File: config.mk
export PLATFORM = sky130hd
export DESIGN_NAME = snake_controller
export DESIGN_NICKNAME = d
export VERILOG_FILES = /design/src/rtl/snake_pkg.sv /design/src/rtl/snake_controller_body_fifo.sv /design/src/rtl/snake_controller.sv
export SDC_FILE = /design/constraint.sdc
export NUM_CORES = 1
export LEC_CHECK = 0
export BUFFER_PORTS_ARGS = -buffer_cell sky130_fd_sc_hd__buf_4
export CAP_MARGIN = 20
export CORE_AREA = 2 2 294 296
export DETAILED_ROUTE_END_ITERATION = 12
export DIE_AREA = 0 0 296 298
export PLACE_DENSITY = 0.69
export SYNTH_ARGS = -nofsm -noshare
export SYNTH_HDL_FRONTEND = slang
export SYNTH_HIERARCHICAL = 1
export SYNTH_SLANG_ARGS = --single-unit
File: constraint.sdc
create_clock -name clk -period 6.2 [get_ports clk]
set_input_delay 0.31 -clock clk [delete_from_list [all_inputs] [get_ports clk]]
set_output_delay 0.31 -clock clk [all_outputs]
set_load 0.005 [all_outputs]
File: src/rtl/snake_pkg.sv
// Shared types and constants for the snake game controller: grid defaults,
// movement directions, cell coordinates and controller states.
package snake_pkg;

    localparam int DEFAULT_GRID_W    = 80;
    localparam int DEFAULT_GRID_H    = 60;
    localparam int DEFAULT_MAX_LEN   = 64;
    localparam int DEFAULT_START_LEN = 3;

    // The initial snake lies horizontally with its tail at (START_X, START_Y).
    localparam int START_X = 38;
    localparam int START_Y = 30;

    typedef enum logic [1:0] {
        DIR_RIGHT = 2'b00,
        DIR_DOWN  = 2'b01,
        DIR_LEFT  = 2'b10,
        DIR_UP    = 2'b11
    } dir_t;

    typedef struct packed {
        logic [6:0] x;
        logic [5:0] y;
    } cell_t;

    typedef enum logic [2:0] {
        ST_CLEAR,
        ST_INIT,
        ST_IDLE,
        ST_READ,
        ST_CHECK,
        ST_WRITE_HEAD,
        ST_ERASE_TAIL,
        ST_DEAD
    } state_t;

    // Opposite directions differ only in the upper bit of the encoding.
    function automatic dir_t reverse_dir(input dir_t d);
        return dir_t'(d ^ 2'b10);
    endfunction

    function automatic cell_t step_cell(input cell_t c, input dir_t d);
        cell_t n;
        n = c;
        case (d)
            DIR_RIGHT: n.x = c.x + 7'd1;
            DIR_DOWN:  n.y = c.y + 6'd1;
            DIR_LEFT:  n.x = c.x - 7'd1;
            DIR_UP:    n.y = c.y - 6'd1;
            default:   n = c;
        endcase
        return n;
    endfunction

endpackage

File: src/rtl/snake_controller_body_fifo.sv
// Circular buffer of snake body cells: new heads are pushed, the tail is
// peeked and popped. Push and pop in the same cycle keep the count constant.
module body_fifo
    import snake_pkg::*;
#(
    parameter int DEPTH = DEFAULT_MAX_LEN
) (
    input  logic                           clk,
    input  logic                           reset,
    input  logic                           push,
    input  cell_t                          push_cell,
    input  logic                           pop,
    output cell_t                          tail,
    output logic [$clog2(DEPTH+1)-1:0]     count
);

    localparam int PW = $clog2(DEPTH);
    localparam int CW = $clog2(DEPTH + 1);
    localparam logic [PW-1:0] LAST_SLOT = PW'(DEPTH - 1);

    cell_t          slots [DEPTH];
    logic [PW-1:0]  wr_ptr;
    logic [PW-1:0]  rd_ptr;

    // Explicit wrap keeps non-power-of-two depths correct.
    function automatic logic [PW-1:0] advance(input logic [PW-1:0] p);
        return (p == LAST_SLOT) ? '0 : p + PW'(1);
    endfunction

    always_ff @(posedge clk) begin
        if (push) begin
            slots[wr_ptr] <= push_cell;
        end
    end

    always_ff @(posedge clk) begin
        if (reset) begin
            wr_ptr <= '0;
            rd_ptr <= '0;
            count  <= '0;
        end else begin
            if (push) begin
                wr_ptr <= advance(wr_ptr);
            end
            if (pop) begin
                rd_ptr <= advance(rd_ptr);
            end
            case ({push, pop})
                2'b10:   count <= count + CW'(1);
                2'b01:   count <= count - CW'(1);
                default: count <= count;
            endcase
        end
    end

    assign tail = slots[rd_ptr];

endmodule

File: src/rtl/snake_controller.sv
// Snake game sequencer: clears and seeds the play-area RAM, then advances the
// snake on each tick while yielding the RAM port to the video scan.
module snake_controller
    import snake_pkg::*;
#(
    parameter int GRID_W    = DEFAULT_GRID_W,
    parameter int GRID_H    = DEFAULT_GRID_H,
    parameter int MAX_LEN   = DEFAULT_MAX_LEN,
    parameter int START_LEN = DEFAULT_START_LEN
) (
    input  logic       clk,
    input  logic       reset,
    input  logic       tick,
    input  logic [1:0] dir,
    input  logic [6:0] food_x,
    input  logic [5:0] food_y,
    input  logic       scan_active,
    input  logic [6:0] scan_x,
    input  logic [5:0] scan_y,
    output logic [6:0] ram_x,
    output logic [5:0] ram_y,
    output logic       ram_we,
    output logic       ram_wdata,
    input  logic       ram_rdata,
    output logic       ate,
    output logic       game_over,
    output logic [6:0] length,
    output logic       busy
);

    localparam int CW = $clog2(MAX_LEN + 1);
    localparam logic [6:0]    LAST_X      = 7'(GRID_W - 1);
    localparam logic [5:0]    LAST_Y      = 6'(GRID_H - 1);
    localparam logic [6:0]    START_LEN_L = 7'(START_LEN);
    localparam logic [CW-1:0] MAX_COUNT   = CW'(MAX_LEN);

    state_t         state;
    cell_t          fsm_addr;
    logic           fsm_we;
    logic           fsm_wdata;
    dir_t           cur_dir;
    cell_t          head;
    cell_t          new_head;
    logic           grow;
    logic [6:0]     init_cnt;

    dir_t           req_dir;
    dir_t           move_dir;
    cell_t          step_head;
    cell_t          food;
    logic           wall_hit;

    logic           fifo_push;
    logic           fifo_pop;
    cell_t          push_cell;
    cell_t          fifo_tail;
    logic [CW-1:0]  fifo_count;

    assign req_dir   = dir_t'(dir);
    assign move_dir  = (req_dir == reverse_dir(cur_dir)) ? cur_dir : req_dir;
    assign step_head = step_cell(head, move_dir);
    assign food      = cell_t'({food_x, food_y});

    always_comb begin
        wall_hit = 1'b0;
        case (move_dir)
            DIR_RIGHT: wall_hit = (head.x == LAST_X);
            DIR_DOWN:  wall_hit = (head.y == LAST_Y);
            DIR_LEFT:  wall_hit = (head.x == 7'd0);
            DIR_UP:    wall_hit = (head.y == 6'd0);
            default:   wall_hit = 1'b0;
        endcase
    end

    // The scan wins the port outright; any game access simply waits a cycle.
    assign ram_x     = scan_active ? scan_x : fsm_addr.x;
    assign ram_y     = scan_active ? scan_y : fsm_addr.y;
    assign ram_we    = fsm_we && !scan_active;
    assign ram_wdata = fsm_wdata;

    // Body pushes happen in ERASE_TAIL together with any pop, so the buffer
    // never holds more than MAX_LEN cells even when the snake is full.
    assign fifo_push = ((state == ST_INIT) && !scan_active) ||
                       ((state == ST_ERASE_TAIL) && (!fsm_we || !scan_active));
    assign fifo_pop  = (state == ST_ERASE_TAIL) && fsm_we && !scan_active;
    assign push_cell = (state == ST_INIT) ? fsm_addr : new_head;

    body_fifo #(
        .DEPTH(MAX_LEN)
    ) u_body_fifo (
        .clk       (clk),
        .reset     (reset),
        .push      (fifo_push),
        .push_cell (push_cell),
        .pop       (fifo_pop),
        .tail      (fifo_tail),
        .count     (fifo_count)
    );

    // fsm_addr/fsm_we/fsm_wdata describe the access presented in the current
    // state; a state advances only once that access got through to the RAM.
    always_ff @(posedge clk) begin
        if (reset) begin
            state     <= ST_CLEAR;
            fsm_addr  <= '0;
            fsm_we    <= 1'b0;
            fsm_wdata <= 1'b0;
            cur_dir   <= DIR_RIGHT;
            head      <= '0;
            new_head  <= '0;
            grow      <= 1'b0;
            init_cnt  <= '0;
            ate       <= 1'b0;
            game_over <= 1'b0;
            length    <= '0;
            busy      <= 1'b1;
        end else begin
            ate <= 1'b0;
            case (state)
                ST_CLEAR: begin
                    if (!fsm_we) begin
                        fsm_we <= 1'b1;
                    end else if (!scan_active) begin
                        if (fsm_addr.x == LAST_X) begin
                            fsm_addr.x <= '0;
                            if (fsm_addr.y == LAST_Y) begin
                                state     <= ST_INIT;
                                fsm_addr  <= '{x: 7'(START_X), y: 6'(START_Y)};
                                fsm_wdata <= 1'b1;
                                init_cnt  <= '0;
                            end else begin
                                fsm_addr.y <= fsm_addr.y + 6'd1;
                            end
                        end else begin
                            fsm_addr.x <= fsm_addr.x + 7'd1;
                        end
                    end
                end

                ST_INIT: begin
                    if (!scan_active) begin
                        if (init_cnt == START_LEN_L - 7'd1) begin
                            state     <= ST_IDLE;
                            fsm_we    <= 1'b0;
                            fsm_wdata <= 1'b0;
                            head      <= fsm_addr;
                            cur_dir   <= DIR_RIGHT;
                            length    <= START_LEN_L;
                            busy      <= 1'b0;
                        end else begin
                            fsm_addr.x <= fsm_addr.x + 7'd1;
                            init_cnt   <= init_cnt + 7'd1;
                        end
                    end
                end

                ST_IDLE: begin
                    if (tick) begin
                        cur_dir <= move_dir;
                        busy    <= 1'b1;
                        if (wall_hit) begin
                            state     <= ST_DEAD;
                            game_over <= 1'b1;
                        end else begin
                            state    <= ST_READ;
                            new_head <= step_head;
                            fsm_addr <= step_head;
                        end
                    end
                end

                ST_READ: begin
                    if (!scan_active) begin
                        state <= ST_CHECK;
                    end
                end

                ST_CHECK: begin
                    if (ram_rdata) begin
                        state     <= ST_DEAD;
                        game_over <= 1'b1;
                    end else begin
                        state     <= ST_WRITE_HEAD;
                        grow      <= (new_head == food);
                        ate       <= (new_head == food);
                        fsm_we    <= 1'b1;
                        fsm_wdata <= 1'b1;
                    end
                end

                ST_WRITE_HEAD: begin
                    if (!scan_active) begin
                        state     <= ST_ERASE_TAIL;
                        head      <= new_head;
                        fsm_addr  <= fifo_tail;
                        fsm_wdata <= 1'b0;
                        fsm_we    <= !(grow && (fifo_count < MAX_COUNT));
                    end
                end

                ST_ERASE_TAIL: begin
                    if (!fsm_we || !scan_active) begin
                        if (!fsm_we) begin
                            length <= length + 7'd1;
                        end
                        state  <= ST_IDLE;
                        fsm_we <= 1'b0;
                        busy   <= 1'b0;
                    end
                end

                ST_DEAD: begin
                    fsm_we    <= 1'b0;
                    game_over <= 1'b1;
                end

                default: begin
                    state <= ST_CLEAR;
                end
            endcase
        end
    end

endmodule

; ---- After elaboration in Yosys (flattened, before gate mapping)
; Memories as Yosys holds them, arrays and structs flattened. A register that Yosys moved wholly into a read port is not among the register bits.
; Index checks and enable logic that the tools add are counted.
[op_classes]
mux = 78
multipliers = 0
n_reduce_logical = 41
n_shift = 0
eq_ne = 37
n_addsub = 12
n_bitwise = 4
div_mod_pow = 0
magnitude_cmp = 1
[op_table]
columns = cell, n
row1 = $mux W13, 9
row2 = $mux W7, 14
row3 = $pmux W7 S2, 4
row4 = $mux W6, 8
row5 = $add A7 B1 Y7 const B, 5
row6 = $mux W3, 11
row7 = $ne A2 B2 Y1 const B, 14
row8 = $pmux W7 S4, 1
row9 = $pmux W13 S2, 1
row10 = $add A6 B1 Y6 const B, 4
row11 = $eq A6 B6 Y1 const B, 4
row12 = $pmux W3 S7, 1
row13 = $pmux W6 S3, 1
row14 = $mux W1, 16
row15 = $eq A7 B7 Y1 const B, 2
row16 = $reduce_and A7 Y1, 2
row17 = $sub A7 B1 Y7 const B, 2
row18 = $eq A13 B13 Y1, 1
row19 = $eq A3 B3 Y1 const B, 4
row20 = $pmux W6 S2, 1
row21 = $reduce_and A4 Y1, 3
row22 = $reduce_and A11 Y1, 1
row23 = $mux W2, 5
row24 = $reduce_and A5 Y1, 2
row25 = other kinds (32), 57
[word_totals]
memories = 1
reg_bits = 83
rom_bits = 0
in_bits = 33
mem_bits_rw = 832
latch_bits = 0
wordCells = 193
out_inout_bits = 25
[memory_table]
columns = name, words, word_bits, read_ports, rd_ports_with_merged_regs, write_ports, line_no
row1 = u_body_fifo.slots, 64, 13, 1, 1, 1, snake_controller_body_fifo.sv:21  ; cell_t slots [DEPTH];

; ---- Longest topological paths before layout
[depth]
word_depth = 8
mapped_depth = 14
depth_no_buf = 12

; ---- By module
; The synthesis kept the hierarchy.
[by_module_without_submodules]
columns = mod, cells_per_inst, area_per_inst_um2, seq_area_each_um2, instances
row1 = body_fifo, 1574, 33325.7, 25484.4, 1
row2 = snake_controller, 578, 4755.8, 1281.2, 1

; ---- Least setup slack after synthesis
; OpenSTA, ideal clock, no wires.
[synth_timing]
path_type = reg-to-reg
from = reg state[1]
to = mem u_body_fifo/slots[0][3] in the netlist's numbering, data pin
path_buffers = 2
arrival_ns = 3.827
required_ns = 5.498
synth_period_minus_slack_ns = 4.530
path_slack_ns = 1.670
path_stages_with_launch = 5
setup_time_ns = 0.702
path_cell_list = dfxtp_1 -> or3b_1 -> clkbuf_1 -> buf_1 -> o21ai_0
[synth_lines]
columns = element, line_no
row1 = "start, declared", snake_controller.sv:37  ; state_t state;
row2 = "start signal, assigned", snake_controller.sv:104  ; state <= ST_CLEAR;
row3 = "start signal, assigned", snake_controller.sv:127  ; state <= ST_INIT;
row4 = "start signal, assigned", snake_controller.sv:143  ; state <= ST_IDLE;
row5 = "end, declared", snake_controller_body_fifo.sv:21

; ---- Worst setup path in the final report
[layout_timing]
from = reg state[0]
to = reg u_body_fifo.count[6]
[layout_between]
elab_chain_cells = 5
elab_cells_between_ends = 11
cone_classes = eq/ne: 4 / mux: 1 / reduce/logical: 6
[layout_rtl]
columns = element, line_no
row1 = $eq A3 B1 Y1 / $eq A3 B3 Y1 (equally long branches), "snake_controller.sv:83, snake_controller.sv:84"
row2 = "$logic_and A1 B1 Y1, on equally long branches", "snake_controller.sv:83, snake_controller.sv:84"
row3 = $logic_or A1 B1 Y1 *, snake_controller.sv:83  ; assign fifo_push = ((state == ST_INIT) && !scan_active) ||
row4 = named net fifo_push, snake_controller.sv:53  ; logic fifo_push;
row5 = $eq A2 B1 Y1 / $eq A2 B2 Y1 (equally long branches), snake_controller_body_fifo.sv:48  ; case ({push, pop})
row6 = $pmux W7 S2 / $reduce_bool A2 Y1 (equally long branches), -
row7 = "end signal, assigned", snake_controller_body_fifo.sv:49  ; 2'b10: count <= count + CW'(1);
row8 = "end signal, assigned", snake_controller_body_fifo.sv:50  ; 2'b01: count <= count - CW'(1);
row9 = "end signal, assigned", snake_controller_body_fifo.sv:51  ; default: count <= count;
row10 = "end, declared", snake_controller_body_fifo.sv:14  ; output logic [$clog2(DEPTH+1)-1:0] count
; Mark *: on every way through the listed nets, which the timed path passes. The rest lies on a longest branch.
; A chain may end at the register's enable or synchronous reset.

==> impl_metrics.json <==
{
  "status": "finished, final reports clean",
  "grt_first_pass_wirelength_mm": 134,
  "post_cts_buffers": 0,
  "place_area_sq_um": 40100,
  "cts_max_path_buffers": 3,
  "setup_viol_count_final": 0,
  "synth_area_sq_um": 38100,
  "hp-class": "input pin to register",
  "initial_utilization_pct": 44.9,
  "r2r_setup_slack_ns": 2.12,
  "synth_edf_count": 832,
  "wire_per_inst_um": 25.9,
  "worstSetupStartpoint": "state[0]",
  "slew_headroom_pct": 29.3,
  "synthArstFlopShare_pct": 0,
  "die-area_sq_um": 88200,
  "cp_common_cell": "ha_1",
  "fmax_mhz": 245,
  "cp_slowest_cell": "dfxtp_1",
  "synth-seq-area-share_pct": 70.3,
  "firstDrtPassIters": 6,
  "ios": 58,
  "critical-path-top-delay-family": "simple AND/OR/NAND/NOR gates",
  "drc_errors": 0,
  "worst-path-buf-inv": 2,
  "synth_top_family_by_area": "multiplexers",
  "clk_pin_slew_ns": 0.06,
  "via_per_inst": 6.00,
  "grt_max_degree": 72,
  "postSynthCellCount": 2152,
  "ant_nets": 0,
  "crit_end": "u_body_fifo/count[6]",
  "maxCapViolCount": 0,
  "io_buffer_count": 57,
  "finalSetupTns_ns": 0,
  "yosys_warnings": 6,
  "total_leakage_power_nw": 15.5,
  "hold_viol": 0,
  "nFillCells": 6747,
  "overflow": 0,
  "critical_path_class": "register to register",
  "final_core_util_pct": 50.7,
  "hpwl_mm": 56.4,
  "cpPeakStageDelay_ns": 0.99,
  "drive_gt1_share_pct": 25.1,
  "post-synth-top-count-cell": "edfxtp_1",
  "yosys-top-cells-area": "edfxtp_1 66%, mux4_2 12%, dfxtp_1 4.7%, nor2_1 1.5%, mux2_2 1.3%",
  "critPathArrivalTime_ns": 4.58,
  "place_ws_ns": 2.11,
  "crit_chain": "nor2b_1 > nand3_1 > a22oi_1 > buf_4 > inv_1 > ha_1 > xor2_1 > ha_1 > or4b_1 > a221oi_2 > xnor2_1 > nor2_1",
  "rsz0062_at_grt": "no",
  "drv_slew": 0,
  "yosys.area_share.simple_pct": 5.54,
  "ir_worst_vdd_uv": 201,
  "root_buffer": "clkbuf_16",
  "fp.dieH_um": 298,
  "grt_use_total_pct": 20.4,
  "synth_compound_area_share_pct": 5.15,
  "setup_ws_ns": 2.12,
  "synth_mux_area_share_pct": 15.0,
  "syn-num-nets": 2198,
  "start_kind": "register",
  "endpoint_kind": "register",
  "r2r-end": "u_body_fifo/count[6]",
  "cts_tree": "done",
  "worstPathMaxFanout": 31,
  "synthAdderAreaFrac_pct": 0.427,
  "reg2reg_from": "state[0]",
  "period_share_pct": 65.9,
  "cts_buffers": 91,
  "syn_area_per_cell_sq_um": 17.7,
  "fin_nets": 2308,
  "cp.depth": 12,
  "drt_iter0_markers": 2558,
  "synth_xor_area_share_pct": 1.35,
  "wirelength_mm": 90.0,
  "vias": 20900,
  "area_delta_synth_final_pct": 12.9,
  "r2r_cells": 12,
  "synth_area_leader_cell": "edfxtp_1",
  "ys_ff_latch": 921,
  "antenna_found_initial": 1,
  "gp_congestion": 0.868,
  "cts_sinks": 921,
  "whs_path_depth": 4,
  "rows": 107,
  "post-route-cell-area_sq_um": 43000,
  "synth_commonest_cells": "832 x edfxtp_1, 208 x mux4_2, 153 x nor2_1, 105 x nand2_1, 89 x dfxtp_1",
  "yosys.cell_types.count": 91,
  "insertion_delay_ns": 0.66,
  "worst_slew_pin_slew_ns": 1.06,
  "min_period_ns": 4.08,
  "htreeDepth": 3,
  "coreArea_sq_um": 84900,
  "dieWidth_um": 296,
  "grt_pass1_vias": 20700,
  "synth_top_area_share_pct": 65.6,
  "required_ns": 6.69,
  "fin_skew_ns": 0.0292,
  "synthFlopType": "edfxtp_1",
  "powerDensity_nw_per_um2": 281
}
[timing repair]
item / in CTS / in global routing
hold endpoints to repair: 1 / 0
resized for setup: 0 / 0
hold buffers: 1 / 0
endpoints found under the setup margin: 0 / 0
[where the power goes]
group / switching, W / internal, W / total, W / leakage, nW
Combinational: 0.0000506 / 0.0000431 / 0.0000937 / 3.71
Sequential: 0.00000619 / 0.00666 / 0.00667 / 10.4
Clock: 0.00229 / 0.00301 / 0.00531 / 1.38
Total: 0.00235 / 0.00972 / 0.0121 / 15.5
[cell type report]
cell class | count | area [sq um] | area share [%]
clock inverters | 41 | 369 | 0.858
inverters | 17 | 63.8 | 0.148
diodes | 1 | 2.50 | 0.00582
clock buffers | 121 | 2470 | 5.75
repair buffers | 156 | 1340 | 3.12
well taps | 1144 | 1430 | 3.33
flip-flops and latches | 921 | 26800 | 62.3
multi-input cells | 1075 | 10600 | 24.5
[worst min path at each step]
stage	from	end	slack, ns
after global placement	ram_wdata	ram_wdata	0.46
after floorplan	tick	busy	0.45
after detailed placement	ram_wdata	ram_wdata	0.47
final	ram_rdata	fsm_we	0.13
after CTS	ram_rdata	fsm_we	0.10
after global routing	ram_rdata	fsm_we	0.16
[state kept, by name, indices dropped and copies added (netlist names), named ones only]
name / cells
u_body_fifo/rd_ptr: 6
fsm_we: 1
u_body_fifo/count: 7
fsm_addr: 13
cur_dir: 2
head: 13
new_head: 13
u_body_fifo/slots: 832
ate: 1
state: 3
game_over: 1
busy: 1
length: 7
init_cnt: 7
u_body_fifo/wr_ptr: 6
grow: 1
ram_wdata: 1
[worst min-delay path: stages]
cell and delay [ns]:
buf_4 0.11, a21oi_1 0.08, a22oi_1 0.17, nor2_1 0.05
[cell families after synthesis]
| family | Yosys count |
|---|---|
| buf+inv | 156 |
| flops | 921 |
| xor+xnor | 58 |
| mux | 305 |
| compound gates | 263 |
| simple gates | 436 |
| fa+ha+maj | 13 |
[through the flow]
step           instances  total power, W  hold slack (ns)
2_1_floorplan       2152         0.00686            0.450
3_3_place_gp        3267         0.00689            0.463
3_5_place_dp        3304         0.00689            0.472
4_1_cts             3467          0.0121            0.101
5_1_grt             3475          0.0124            0.155
6_report            3476          0.0121            0.132
[routing by layer]
metal / up-vias / share of wire [%] / track usage [%]
li1: 8876 / - / -
met1: 10800 / 41 / 28.2
met2: 971 / 49 / 33.3
met3: 181 / 7.2 / 3.22
met4: 2 / 3.3 / 6.72
met5: - / 0.013 / 0
[cells in the final DEF, fill, tap and decap left out, types with 13 or more instances in the layout]
master / instances
a211oi_1: 19
a21oi_1: 43
a22oi_1: 18
and3_1: 13
buf_4: 124
buf_6: 26
clkbuf_1: 25
clkbuf_16: 94
clkinv_1: 18
dfxtp_1: 84
edfxtp_1: 832
ha_1: 13
inv_1: 16
mux2_2: 44
mux2i_1: 50
mux4_2: 208
nand2_1: 105
nand3_1: 28
nand4_1: 15
nor2_1: 153
nor2b_1: 17
nor3_1: 27
o21ai_0: 37
o22ai_1: 35
xnor2_1: 27
xor2_1: 30
Power figures use the tool's default switching activity.
